**config.mk**
```make
export PLATFORM = sky130hd
export DESIGN_NAME = present_player_pipe
export DESIGN_NICKNAME = d
export VERILOG_FILES = /design/src/rtl/present_pkg.sv /design/src/rtl/present_pipe_stage.sv /design/src/rtl/present_player_pipe_chk.sv /design/src/rtl/present_player_pipe.sv
export SDC_FILE = /design/constraint.sdc
export NUM_CORES = 1
export LEC_CHECK = 0
export BUFFER_PORTS_ARGS = -buffer_cell sky130_fd_sc_hd__buf_2
export CAP_MARGIN = 10
export CORE_UTILIZATION = 49
export DETAILED_ROUTE_END_ITERATION = 8
export HOLD_SLACK_MARGIN = 0.12
export PLACE_DENSITY = 0.77
export RECOVER_POWER = 100
export SYNTH_ARGS = -nofsm -noshare
export SYNTH_HDL_FRONTEND = slang
export SYNTH_SLANG_ARGS = --single-unit
```
**constraint.sdc**
```tcl
create_clock -name clock -period 1.3 [get_ports clock]
set_input_delay 0.195 -clock clock [delete_from_list [all_inputs] [get_ports clock]]
set_output_delay 0.195 -clock clock [all_outputs]
set_load 0.03 [all_outputs]
```
**src/rtl/present_pkg.sv**
```systemverilog
// Shared types and index helpers for the parametrised PRESENT bit-permutation layer.
package present_pkg;

  localparam int PRESENT_STATE_W = 64;

  typedef logic [PRESENT_STATE_W-1:0] present_state_t;

  // Destination of source bit i under the forward permutation; the top bit is a fixed point.
  function automatic int player_fwd_idx(input int i, input int w);
    if (i == w - 1) begin
      return w - 1;
    end else begin
      return (i * (w / 4)) % (w - 1);
    end
  endfunction

  function automatic int player_inv_idx(input int j, input int w);
    if (j == w - 1) begin
      return w - 1;
    end else begin
      return (j * 4) % (w - 1);
    end
  endfunction

endpackage

```
**src/rtl/present_pipe_stage.sv**
```systemverilog
// One elastic register stage: valid, data, direction flag and, with PRESENT_PLAYER_PARITY_EN,
// a parity bit. The stage loads whenever its load enable (empty or draining) is high.
module present_pipe_stage #(
  parameter int W = 64
) (
  input  logic         clock,
  input  logic         reset_n,
  input  logic         i_load,
  input  logic         i_valid,
  input  logic [W-1:0] i_data,
  input  logic         i_inv,
`ifdef PRESENT_PLAYER_PARITY_EN
  input  logic         i_par,
  output logic         o_par,
`endif
  output logic         o_valid,
  output logic [W-1:0] o_data,
  output logic         o_inv
);

  logic         r_valid;
  logic [W-1:0] r_data;
  logic         r_inv;

  // Payload only changes on a real transfer so a stalled output stays stable.
  always_ff @(posedge clock or negedge reset_n) begin
    if (!reset_n) begin
      r_valid <= 1'b0;
      r_data  <= '0;
      r_inv   <= 1'b0;
    end else if (i_load) begin
      r_valid <= i_valid;
      if (i_valid) begin
        r_data <= i_data;
        r_inv  <= i_inv;
      end
    end
  end

`ifdef PRESENT_PLAYER_PARITY_EN
  logic r_par;

  // Parity travels with its payload.
  always_ff @(posedge clock or negedge reset_n) begin
    if (!reset_n) begin
      r_par <= 1'b0;
    end else if (i_load && i_valid) begin
      r_par <= i_par;
    end
  end

  assign o_par = r_par;
`endif

  assign o_valid = r_valid;
  assign o_data  = r_data;
  assign o_inv   = r_inv;

endmodule

```
**src/rtl/present_player_pipe_chk.sv**
```systemverilog
// Protocol checker: a stalled input offer must stay asserted and unchanged until accepted.
module present_player_pipe_chk #(
  parameter int W = 64
) (
  input logic         clock,
  input logic         reset_n,
  input logic         i_valid,
  input logic         i_ready,
  input logic [W-1:0] i_state,
  input logic         i_inv
);

  a_in_hold: assert property (@(posedge clock) disable iff (!reset_n)
    (i_valid && !i_ready) |=> (i_valid && $stable(i_state) && $stable(i_inv)));

endmodule

```
**src/rtl/present_player_pipe.sv**
```systemverilog
// Pipelined PRESENT pLayer (forward or inverse per transaction) with valid/ready handshake.
// Optional parity tracking and sticky perm_err when PRESENT_PLAYER_PARITY_EN is defined.
module present_player_pipe
  import present_pkg::*;
#(
  parameter int STATE_W     = 64,
  parameter int PIPE_STAGES = 2
) (
  input  logic               clock,
  input  logic               reset_n,
  input  logic               in_valid,
  output logic               in_ready,
  input  logic [STATE_W-1:0] in_state,
  input  logic               in_inv,
  output logic               out_valid,
  input  logic               out_ready,
  output logic [STATE_W-1:0] out_state,
  output logic               out_inv,
  output logic               perm_err
);

  logic [STATE_W-1:0] w_fwd;
  logic [STATE_W-1:0] w_inv;
  logic [STATE_W-1:0] w_perm;
  logic [PIPE_STAGES:0] w_vin;
  logic [PIPE_STAGES:0] w_inv_c;
  logic [PIPE_STAGES-1:0] w_rdy;
  logic [STATE_W-1:0] w_dat [PIPE_STAGES+1];

  for (genvar gi = 0; gi < STATE_W; gi++) begin : g_perm
    localparam int FI = player_fwd_idx(gi, STATE_W);
    localparam int II = player_inv_idx(gi, STATE_W);
    assign w_fwd[FI] = in_state[gi];
    assign w_inv[II] = in_state[gi];
  end

  assign w_perm     = in_inv ? w_inv : w_fwd;
  assign w_vin[0]   = in_valid;
  assign w_dat[0]   = w_perm;
  assign w_inv_c[0] = in_inv;

`ifdef PRESENT_PLAYER_PARITY_EN
  logic [PIPE_STAGES:0] w_par;
  assign w_par[0] = ^in_state;
`endif

  // A stage may load when some stage at or after it is empty, or the sink is draining.
  for (genvar gk = 0; gk < PIPE_STAGES; gk++) begin : g_stage
    assign w_rdy[gk] = out_ready | ~(&w_vin[PIPE_STAGES:gk+1]);

    present_pipe_stage #(.W(STATE_W)) u_stage (
      .clock   (clock),
      .reset_n (reset_n),
      .i_load  (w_rdy[gk]),
      .i_valid (w_vin[gk]),
      .i_data  (w_dat[gk]),
      .i_inv   (w_inv_c[gk]),
`ifdef PRESENT_PLAYER_PARITY_EN
      .i_par   (w_par[gk]),
      .o_par   (w_par[gk+1]),
`endif
      .o_valid (w_vin[gk+1]),
      .o_data  (w_dat[gk+1]),
      .o_inv   (w_inv_c[gk+1])
    );
  end

  assign in_ready  = w_rdy[0];
  assign out_valid = w_vin[PIPE_STAGES];
  assign out_state = w_dat[PIPE_STAGES];
  assign out_inv   = w_inv_c[PIPE_STAGES];

`ifdef PRESENT_PLAYER_PARITY_EN
  logic r_perm_err;

  // A permutation preserves popcount, so parity of output must match parity of the input.
  always_ff @(posedge clock or negedge reset_n) begin
    if (!reset_n) begin
      r_perm_err <= 1'b0;
    end else if (out_valid && out_ready && ((^out_state) != w_par[PIPE_STAGES])) begin
      r_perm_err <= 1'b1;
    end
  end

  assign perm_err = r_perm_err;
`else
  assign perm_err = 1'b0;
`endif

  present_player_pipe_chk #(.W(STATE_W)) u_chk (
    .clock   (clock),
    .reset_n (reset_n),
    .i_valid (in_valid),
    .i_ready (in_ready),
    .i_state (in_state),
    .i_inv   (in_inv)
  );

endmodule

```
After elaboration in Yosys (flattened, before gate mapping)
Index checks and enable logic that the tools add are counted.
{"block": "word_totals", "regBits": 132, "inputBits": 69, "output_inout_bits": 68}
{"block": "classes", "muxes": 1, "n_bitwise": 4, "reduce_logical": 3}
{"cell": "$mux W63", "n": 1}
{"cell": "$reduce_and A2 Y1", "n": 3}
{"cell": "$not A1 Y1", "n": 2}
{"cell": "$or A1 B1 Y1", "n": 2}

Longest topological paths before layout
Gate-level depths: netlist of run 1.
{"block": "logic_depth", "ltp_word": 4, "depth_mapped": 5, "depth_no_buf": 3}

Modules after synthesis
Synthesis of run 1 repeated with hierarchy kept, for this count alone.
{"block": "hier_totals", "hier_cells": 353, "hier_area_um2": 6274.8}
{"module": "present_pipe_stage", "n_inst": 2, "cells_per_inst": 141, "area_each_um2": 2608.8, "seq_area_each_um2": 1651.6}
{"module": "present_player_pipe", "n_inst": 1, "cells_per_inst": 71, "area_each_um2": 1057.3, "seq_area_each_um2": 0.0}

Least setup slack after synthesis of run 1
Ideal clock, no wire load.
{"block": "synth_timing", "path_type": "reg-to-reg", "start": "reg g_stage[1].u_stage.r_valid", "end": "reg g_stage[1].u_stage.r_data[10]", "arrival_time_ps": 1321, "t_required_ps": 1175, "setup_slack_ps": -146, "stages_incl_launch_ff": 6, "synth_period_minus_slack_ps": 1446, "cell_sequence": "dfrtp_1 -> nand2b_1 -> nand2_1 -> buf_6 -> buf_6 -> mux2_4"}
{"block": "synth_between", "elab_chain_len": 3}
{"element": "start, declared", "line_no": "present_pipe_stage.sv:21", "source": "logic r_valid;"}
{"element": "start signal, assigned", "line_no": "present_pipe_stage.sv:32", "source": "r_valid <= i_valid;"}
{"element": "$not A1 Y1", "line_no": "present_player_pipe.sv:49", "source": "assign w_rdy[gk] = out_ready | ~(&w_vin[PIPE_STAGES:gk+1]);"}
{"element": "$or A1 B1 Y1", "line_no": "present_player_pipe.sv:49"}
{"element": "$reduce_and A2 Y1 (no line)"}
{"element": "end signal, assigned", "line_no": "present_pipe_stage.sv:34", "source": "r_data <= i_data;"}
{"element": "end, declared", "line_no": "present_pipe_stage.sv:22", "source": "logic [W-1:0] r_data;"}
No other way between the ends.
A chain may end at the register's enable or synchronous reset.

Worst setup path after layout of run 1
{"block": "layout_timing", "start": "reg g_stage[1].u_stage.r_valid", "end": "out in_ready"}
{"block": "layout_between", "elab_chain_len": 3}
{"element": "$reduce_and A2 Y1", "line_no": "present_player_pipe.sv:49"}
{"element": "$not A1 Y1", "line_no": "present_player_pipe.sv:49"}
{"element": "$or A1 B1 Y1", "line_no": "present_player_pipe.sv:49"}
{"element": "end, declared", "line_no": "present_player_pipe.sv:12", "source": "output logic in_ready,"}
No other way between the ends.

==> out/metrics.yaml, run 1 <==
run_status:
  status: "complete, but fails checks"
  violations: "DRC, setup timing"
place:
  portBuffers: 135
  dpl.hpwl_um: 8760
  dp_slack_ns: -0.0372
  gp_congestion: 0.804
  placed_cells: 685
global_route:
  grt_max_degree: 84
  antenna_found_initial: 0
  grt_pass1_wl_um: 22700
  overflow: 0
  grt_usage: 0.241
  grt_pass1_vias: 4349
final_layout:
  fin_cells: 759
  drive_gt1_frac: 0.456
  n_antenna_cell: 0
  fin_nets: 673
  syn_to_final_growth_pct: 35.4
  nFillCells: 787
  seq_area_um2: 3300
  multi_input_area_um2: 2390
timing:
  period_minus_slack_ns: 1.41
  fmax_mhz: 709
  final_max_slew_viol_count: 0
  grt_setup_unrepaired: "true"
  setup_ws_ns: -0.110
  skew_ns: 0.00507
  hold_viol: 0
  timing.final.crit_share: 1.08
  setup_viol: 76
yosys:
  synth-seq-cells: 132
  yosysWarnings: 0
  yosysTopAreaCellShare: 0.564
  synthesis.area_um2: 5850
  syn_nets: 500
  synth_top_area_cell: "dfrtp_1"
  synth_cell_type_count: 14
  synthArstFlopShare: 1.00
  synthFlopType: "dfrtp_1"
  synth_area_leaders: "dfrtp_1 (56%), mux2_4 (13%), mux2i_1 (10%), a31oi_1 (6.4%), a21oi_1 (5.1%)"
  synth-edff-count: 0
  synth.most_common_cell: "dfrtp_1"
  ys_seq_area_frac: 0.564
  ys_top_cells_by_count: "dfrtp_1 (132), a21oi_1 (60), a31oi_1 (60), mux2i_1 (60), mux2_4 (50)"
  syn_inst: 431
  avgSynthCellArea_um2: 13.6
drt:
  ant_nets: 0
  drc: 21
  wl_um: 14600
  vias: 4260
  avgViaCountPerCell: 5.61
  drtIter0Drc: 374
  first_pass_iters: 7
  routedWlPerCell_um: 19.2
die:
  rows: 39
  die_x_um: 111
  die_y_um: 111
  core_area_um2: 11500
  dieArea_um2: 12400
  io_pins: 137
  start_util: 0.508
worst_setup_path:
  crit_arrival_ns: 1.22
  reg2reg_from: "g_stage[0].u_stage.o_valid"
  worstSetupStartpointType: "flip-flop"
  r2r_end: "g_stage[1].u_stage.o_data[37]"
  critPathCaptureType: "primary output"
  crit_required_ns: 1.11
  cp-startpoint: "g_stage[1].u_stage.o_valid"
  regToRegSetupSlack_ns: -0.11
  worstSetupEndpoint: "in_ready"
  worstPathMaxFanout: 3
  crit_type: "reg -> out"
  r2r_cells: 4
pwr:
  switching_power_mw: 4.44
  leakage_nw: 3.73
  clockPowerShare: 0.316
  p_sw_frac: 0.322
  pwr-share-comb: 0.283
  pwr-share-seq: 0.401
  intPower_mw: 9.35
  ir_drop_v: 0.00111
  power.density_nw_per_um2: 1740
clock_tree:
  clk_path_buf_depth: 2
  clkTransAtPathRegs_ns: 0.05
  cts-root-buf: "clkbuf_16"
  numCtsBuffers: 17
  cts_tree: "yes"
  worstSkewPairLatency_ns: 0.42
  h-tree-depth: 4
  cts_num_sinks: 132
hold_path:
  min_path_type: "in -> reg"
job:
  maxCapViolCount: 0
==> cell type report <==
type,count,area share
clock buffer,27,0.0660
clock inverter,4,0.00253
multi-input combinational,257,0.302
sequential,132,0.417
tap,143,0.0226
timing repair buffer,196,0.190
==> worst min-delay path by stage <==
stage	from	slack, ns	cells past startpoint	end
2_1_floorplan	reset_n	-0.10	0	g_stage[0].u_stage.o_data[0]
3_3_place_gp	reset_n	0.05	1	g_stage[1].u_stage.o_data[42]
4_1_cts	in_state[57]	0.12	3	g_stage[0].u_stage.o_data[39]
6_report	in_state[28]	0.13	3	g_stage[0].u_stage.o_data[7]
5_1_grt	in_state[57]	0.14	3	g_stage[0].u_stage.o_data[39]
3_5_place_dp	reset_n	0.05	1	g_stage[1].u_stage.o_data[36]
==> metrics by stage <==
step	hold WS, ns	power [mW]	setup TNS, ns	cell area, um2	util
finish	0.130	13.8	-3.78	7930	0.688
global route	0.137	14.4	-10.56	7930	0.688
CTS	0.120	13.7	-5.78	7750	0.673
detailed placement	0.0504	9.18	-0.244	6770	0.587
global placement	0.0499	9.07	-0.121	6770	0.587
floorplan	-0.101	7.97	-2.67	5880	-
==> power by group through the flow <==
stage / Sequential (mW) / Clock [mW] / Combinational (mW)
after floorplan: 6.48 / 0 / 1.48
after global placement: 5.49 / 0 / 3.59
after detailed placement: 5.52 / 0 / 3.66
after CTS: 5.47 / 4.42 / 3.82
after global routing: 5.62 / 4.63 / 4.12
final: 5.53 / 4.36 / 3.90
==> worst max-delay path: stages, from the launching register on <==
cell and delay, ns:
dfrtp_2 0.40, nand3b_1 0.15, buf_12 0.13, buf_8 0.11
==> routing by layer <==
layer,vias to the layer above,GRT usage,part of all wire
li1,1954,-,-
met2,150,0.375,0.50
met1,2131,0.311,0.42
met4,0,0.104,0.019
met5,-,0,0
met3,25,0.0798,0.068
==> state kept, by name (all words and copies together) (netlist names) <==
signal,flops
g_stage.u_stage.o_data,128
g_stage.u_stage.o_inv,2
g_stage.u_stage.o_valid,2
==> layout by cell type, fill, tap and decap left out, drive strengths merged <==
| cell type | netlist | routed |
|---|---|---|
| nand3b | 1 | 1 |
| mux2 | 70 | 70 |
| bufbuf | 0 | 2 |
| dlygate4sd3 | 0 | 33 |
| clkbuf | 13 | 87 |
| clkinv | 0 | 4 |
| nand2b | 3 | 3 |
| a31oi | 60 | 60 |
| a21oi | 60 | 60 |
| nand2 | 2 | 2 |
| mux2i | 60 | 60 |
| conb | 1 | 1 |
| dfrtp | 132 | 132 |
| buf | 29 | 101 |
==> repair_timing <==
item | 4_1_cts | 5_1_grt
pin swaps | 1 | 1
hold endpoints to repair | 156 | 0
setup buffers | 4 | 0
resized for setup | 6 | 26
gates cloned | 2 | 4
hold buffers | 33 | 0
setup endpoints to repair | 12 | 131
==> cells by family (layout without fill, tap and decap cells) <==
logic type | after synthesis | after routing | synth area share
flops | 132 | 132 | 0.564
mux | 130 | 130 | 0.269
simple gates | 6 | 6 | 0.00577
compound gates | 120 | 120 | 0.115
buf+inv | 42 | 227 | 0.0447
other cells | 1 | 1 | 0.000641
(Power assumes the default switching activity.)
==> inputs of run 2 (changes only) <==
--- a/config.mk
+++ b/config.mk
@@ -7,10 +7,12 @@
 export LEC_CHECK = 0
 export BUFFER_PORTS_ARGS = -buffer_cell sky130_fd_sc_hd__buf_2
 export CAP_MARGIN = 10
-export CORE_UTILIZATION = 49
+export CELL_PAD_IN_SITES_DETAIL_PLACEMENT = 0
+export CELL_PAD_IN_SITES_GLOBAL_PLACEMENT = 1
+export CORE_UTILIZATION = 39
 export DETAILED_ROUTE_END_ITERATION = 8
 export HOLD_SLACK_MARGIN = 0.12
-export PLACE_DENSITY = 0.77
+export PLACE_DENSITY_LB_ADDON = 0.12
 export RECOVER_POWER = 100
 export SYNTH_ARGS = -nofsm -noshare
 export SYNTH_HDL_FRONTEND = slang
==> out/metrics.yaml, run 2 (synthesis gave the netlist of run 1 again) <==
die:
  die_y_um: 125
  dieArea_um2: 15500
  start_util: 0.401
  core_area_um2: 14600
  rows: 44
  io_pins: 137
  die_x_um: 125
clock_tree:
  cts-root-buf: "clkbuf_16"
  clkTransAtPathRegs_ns: 0.06
  h-tree-depth: 4
  cts_tree: "yes"
  clk_path_buf_depth: 2
  numCtsBuffers: 17
  worstSkewPairLatency_ns: 0.42
  cts_num_sinks: 132
worst_setup_path:
  crit_required_ns: 1.11
  crit_type: "reg -> out"
  r2r_cells: 4
  critPathCaptureType: "primary output"
  r2r_end: "g_stage[1].u_stage.o_data[43]"
  worstPathMaxFanout: 3
  worstSetupStartpointType: "flip-flop"
  reg2reg_from: "g_stage[0].u_stage.o_valid"
  crit_arrival_ns: 1.20
  worstSetupEndpoint: "in_ready"
  regToRegSetupSlack_ns: -0.1
  cp-startpoint: "g_stage[1].u_stage.o_valid"
pwr:
  pwr-share-seq: 0.368
  clockPowerShare: 0.369
  p_sw_frac: 0.304
  leakage_nw: 3.88
  power.density_nw_per_um2: 1800
  power_mw: 14.9
  intPower_mw: 10.4
  ir_drop_v: 0.000948
  pwr-share-comb: 0.263
  switching_power_mw: 4.54
global_route:
  antenna_found_initial: 0
  grt_pass1_wl_um: 23000
  grt_max_degree: 78
  overflow: 0
  grt_usage: 0.193
  grt_pass1_vias: 4231
hold_path:
  min_path_type: "in -> reg"
final_layout:
  syn_to_final_growth_pct: 41.3
  fin_nets: 691
  mostFrequentLayoutCells: "dfrtp_1 (131), buf_2 (68), clkbuf_2 (66)"
  drive_gt1_frac: 0.454
  largest_reg_flops: 128
  n_antenna_cell: 0
  stdcell_area_um2: 8270
  final_common_cell: "dfrtp_1"
drt:
  vias: 4227
  wl_um: 14600
  drc: 0
  ant_nets: 0
  avgViaCountPerCell: 5.16
  drtIter0Drc: 205
  first_pass_iters: 4
  routedWlPerCell_um: 17.8
timing:
  skew_ns: 0.00805
  grt_setup_unrepaired: "true"
  fmax_mhz: 716
  setup_ws_ns: -0.0974
  setup_viol: 38
  timing.final.crit_share: 1.07
  tightest_slew_ns: 0.783
  period_minus_slack_ns: 1.40
  hold_viol: 0
  slew_headroom: 0.478
  final_max_slew_viol_count: 0
  hold_slack_ns: 0.133
place:
  dpl.hpwl_um: 9360
  postPlaceCellArea_um2: 6900
  dp_slack_ns: -0.0352
  gp_congestion: 0.742
  portBuffers: 135
job:
  maxCapViolCount: 0
run_status:
  violations: "setup timing"
  status: "complete, but fails checks"
run 2: power by group through the flow:
stage	Clock, mW	Sequential, mW	Combinational (mW)
floorplan	0	6.48	1.48
global placement	0	5.51	3.66
detailed placement	0	5.52	3.70
CTS	5.58	5.47	3.90
global route	5.79	5.60	4.17
finish	5.50	5.48	3.92
run 2: area by class of cell:
type	count	area [um2]
repair buffers	214	1690
well taps	184	230
multi-input cells	257	2370
flip-flops and latches	132	3300
fillers	1213	6320
clock buffers	19	453
clock inverters	13	229
run 2: routing by layer:
metal  share of wire  vias to the layer above  GRT usage
met2            0.47                      121      0.294
met5               0                        -          0
met1            0.48                     2110      0.261
met3           0.045                       11     0.0546
li1                -                     1985          -
met4           0.012                        0     0.0737
run 2: stage by stage:
stage | std cells | TNS, ns | utilization
finish | 819 | -1.96 | 0.567
global route | 819 | -8.18 | 0.567
CTS | 812 | -1.99 | 0.558
detailed placement | 735 | -0.300 | 0.473
global placement | 735 | -0.221 | 0.473
floorplan | 431 | -2.67 | -
run 2: critical path, cell delays in order (launching register included):
cell	delay, ns
dfrtp_2	0.41
nand3b_1	0.12
buf_6	0.13
buf_6	0.12
run 2: how the worst min path moves through the flow:
| stage | from | endpoint | slack [ns] | cells past startpoint |
|---|---|---|---|---|
| floorplan | reset_n | g_stage[0].u_stage.o_data[0] | -0.10 | 0 |
| global placement | reset_n | g_stage[1].u_stage.o_data[6] | 0.09 | 1 |
| detailed placement | reset_n | g_stage[1].u_stage.o_data[6] | 0.1 | 1 |
| CTS | in_state[25] | g_stage[0].u_stage.o_data[22] | 0.12 | 3 |
| global route | in_state[61] | g_stage[0].u_stage.o_data[55] | 0.13 | 3 |
| finish | in_state[3] | g_stage[0].u_stage.o_data[48] | 0.13 | 3 |
run 2: repair_timing:
item	CTS	global route
cloned	2	5
endpoints found under the setup margin	14	129
pin swaps	1	0
resized for setup	13	8
endpoints found under the hold margin	163	0
hold buffers	40	0
setup buffers	3	2
==> inputs of run 3 (changes only) <==
--- a/config.mk
+++ b/config.mk
@@ -9,11 +9,12 @@
 export CAP_MARGIN = 10
 export CELL_PAD_IN_SITES_DETAIL_PLACEMENT = 0
 export CELL_PAD_IN_SITES_GLOBAL_PLACEMENT = 1
-export CORE_UTILIZATION = 39
+export CORE_UTILIZATION = 41
 export DETAILED_ROUTE_END_ITERATION = 8
 export HOLD_SLACK_MARGIN = 0.12
 export PLACE_DENSITY_LB_ADDON = 0.12
 export RECOVER_POWER = 100
 export SYNTH_ARGS = -nofsm -noshare
 export SYNTH_HDL_FRONTEND = slang
+export SYNTH_HIERARCHICAL = 1
 export SYNTH_SLANG_ARGS = --single-unit
==> out/metrics.yaml, run 3 <==
place:
  placed_cells: 669
  gp_congestion: 0.718
  portBuffers: 135
  dpl.hpwl_um: 8160
drt:
  avgViaCountPerCell: 4.83
  wl_um: 12800
  drc: 0
  wl_met3_um: 655
  routedWlPerCell_um: 17.9
  top_layer: "met4"
  drtIter0Drc: 100
  wl_met1_um: 5910
  vias: 3465
  ant_nets: 0
  first_pass_iters: 4
  dr_wl_met2_um: 6090
yosys:
  synthFlopType: "dfrtp_1"
  syn_inst: 353
  ys_top_cells_by_count: "mux2_4 (138), dfrtp_1 (132), mux2_2 (52)"
  ys_seq_area_frac: 0.526
  synthArstFlopShare: 1.00
  yosysTopAreaCellShare: 0.526
  synth_top_area_cell: "dfrtp_1"
  syn_nets: 422
  avgSynthCellArea_um2: 17.8
  synth_cell_type_count: 13
  synth.most_common_cell: "mux2_4"
  synth-seq-cells: 132
  synth_area_leaders: "dfrtp_1 (53%), mux2_4 (33%), mux2_2 (9.3%), buf_6 (2.0%), buf_12 (1.9%)"
  yosysWarnings: 6
  synthesis.area_um2: 6270
  synth-edff-count: 0
worst_setup_path:
  worstPathMaxFanout: 8
  crit_arrival_ns: 1.74
  crit_type: "reg -> reg"
  crit_required_ns: 1.60
  critPathCaptureType: "flip-flop"
  r2r_cells: 5
  worstSetupStartpointType: "flip-flop"
pwr:
  power.density_nw_per_um2: 1850
  ir_drop_v: 0.000995
  leakage_nw: 4.12
global_route:
  grt_usage: 0.161
  grt_max_degree: 39
  grt_pass1_wl_um: 19400
  overflow: 0
  grt_pass1_vias: 3645
  antenna_found_initial: 0
clock_tree:
  cts-root-buf: "clkbuf_16"
  worstSkewPairLatency_ns: 0.42
  cts_num_sinks: 132
  clk_path_buf_depth: 2
  numCtsBuffers: 17
  cts_tree: "yes"
  clkTransAtPathRegs_ns: 0.06
  h-tree-depth: 4
timing:
  fmax_mhz: 692
  setup-tns-final_ns: -10.62
  slew_headroom: 0.390
  period_minus_slack_ns: 1.44
  skew_ns: 0.00586
  final_max_slew_viol_count: 0
  setup_ws_ns: -0.145
  hold_viol: 0
  timing.final.crit_share: 1.11
  tightest_slew_ns: 0.916
  grt_setup_unrepaired: "true"
  setup_viol: 132
hold_path:
  min_path_type: "in -> reg"
  hold_depth: 3
job:
  maxCapViolCount: 0
final_layout:
  fin_cells: 717
  seq_area_um2: 3300
  mostFrequentLayoutCells: "mux2_4 (155), dfrtp_1 (131), buf_2 (131)"
  drive_gt1_frac: 0.730
  nFillCells: 1263
  fin_nets: 589
  n_antenna_cell: 0
  multi_input_area_um2: 2800
  largest_reg_flops: 128
  final_common_cell: "mux2_4"
  syn_to_final_growth_pct: 30.7
run_status:
  status: "complete, but fails checks"
  violations: "setup timing"
die:
  core_area_um2: 14800
  io_pins: 137
  dieArea_um2: 15800
  die_x_um: 126
  die_y_um: 126
  start_util: 0.425
  rows: 44
[run 3: cell count changes after synthesis, sizes merged]
cell and change:
mux2 +120, a21oi -60, a31oi -60, mux2i -60
clkbuf -13, buf -7, inv +2, nand2b -2
o21ai +2
[run 3: cells by family (layout without fill, tap and decap cells)]
kind of cell / Yosys count / after routing / share of synthesized area
other: 1 / 1 / 0.000598
AO/OA/AOI/OAI: 2 / 2 / 0.00160
multiplexers: 190 / 190 / 0.424
buffers and inverters: 24 / 203 / 0.0445
AND/OR/NAND/NOR: 4 / 5 / 0.00339
flip-flops: 132 / 132 / 0.526
[run 3: final cells by class]
class | instances | area share
inverter | 2 | 0.000915
tap | 184 | 0.0281
timing repair buffer | 169 | 0.152
sequential | 132 | 0.403
clock buffer | 19 | 0.0552
clock inverter | 13 | 0.0192
multi-input combinational | 198 | 0.341
[run 3: final timing paths]
path,start,slack (ns),to
worst max-delay path,g_stage[1].u_stage/o_valid,-0.14,g_stage[0].u_stage/o_data[50]
worst min-delay path,in_state[1],0.15,g_stage[0].u_stage/o_data[16]
worst max register to register,g_stage[1].u_stage/o_valid,-0.14,g_stage[0].u_stage/o_data[50]
worst min register to register,g_stage[0].u_stage/o_data[8],0.50,g_stage[0].u_stage/o_data[8]
max in group asynchronous,reset_n,0.07,g_stage[1].u_stage/o_data[24]
min in group asynchronous,reset_n,0.43,g_stage[1].u_stage/o_data[42]
[run 3: metrics by stage]
| step | worst slack (ns) | util | hold slack [ns] | total power, mW | instance area (um2) |
|---|---|---|---|---|---|
| finish | -0.145 | 0.556 | 0.146 | 15.2 | 8200 |
| global route | -0.188 | 0.556 | 0.135 | 16.0 | 8200 |
| CTS | -0.119 | 0.537 | 0.128 | 15.2 | 7930 |
| detailed placement | -0.0829 | 0.490 | 0.0348 | 10.2 | 7230 |
| global placement | -0.0546 | 0.490 | 0.0339 | 10.1 | 7230 |
| floorplan | -0.425 | - | -0.101 | 8.90 | 6310 |
[run 3: per-layer routing]
layer | track usage | vias to the layer above
li1 | - | 1594
met1 | 0.204 | 1768
met2 | 0.254 | 91
met3 | 0.0607 | 12
met4 | 0.0560 | 0
met5 | 0 | -
[run 3: critical path: stages (launching register included)]
cell       delay, ns
dfrtp_2         0.42
nand3b_1        0.13
buf_6           0.15
nand2_8         0.12
clkbuf_16       0.20
mux2_4          0.29
[run 3: repair_timing]
item / 4_1_cts / 5_1_grt
gates resized for setup: 7 / 24
cloned: 0 / 9
hold buffers: 5 / 0
endpoints found under the hold margin: 136 / 0
endpoints found under the setup margin: 92 / 113
pin swaps: 1 / 2
buffers inserted: 1 / 1
[run 3: power by group]
| part | total, mW | internal, mW | leakage [nW] | switching (mW) |
|---|---|---|---|---|
| clock network | 4.87 | 3.10 | 0.291 | 1.76 |
| registers | 5.64 | 5.11 | 1.54 | 0.536 |
| logic | 4.70 | 2.24 | 2.28 | 2.46 |
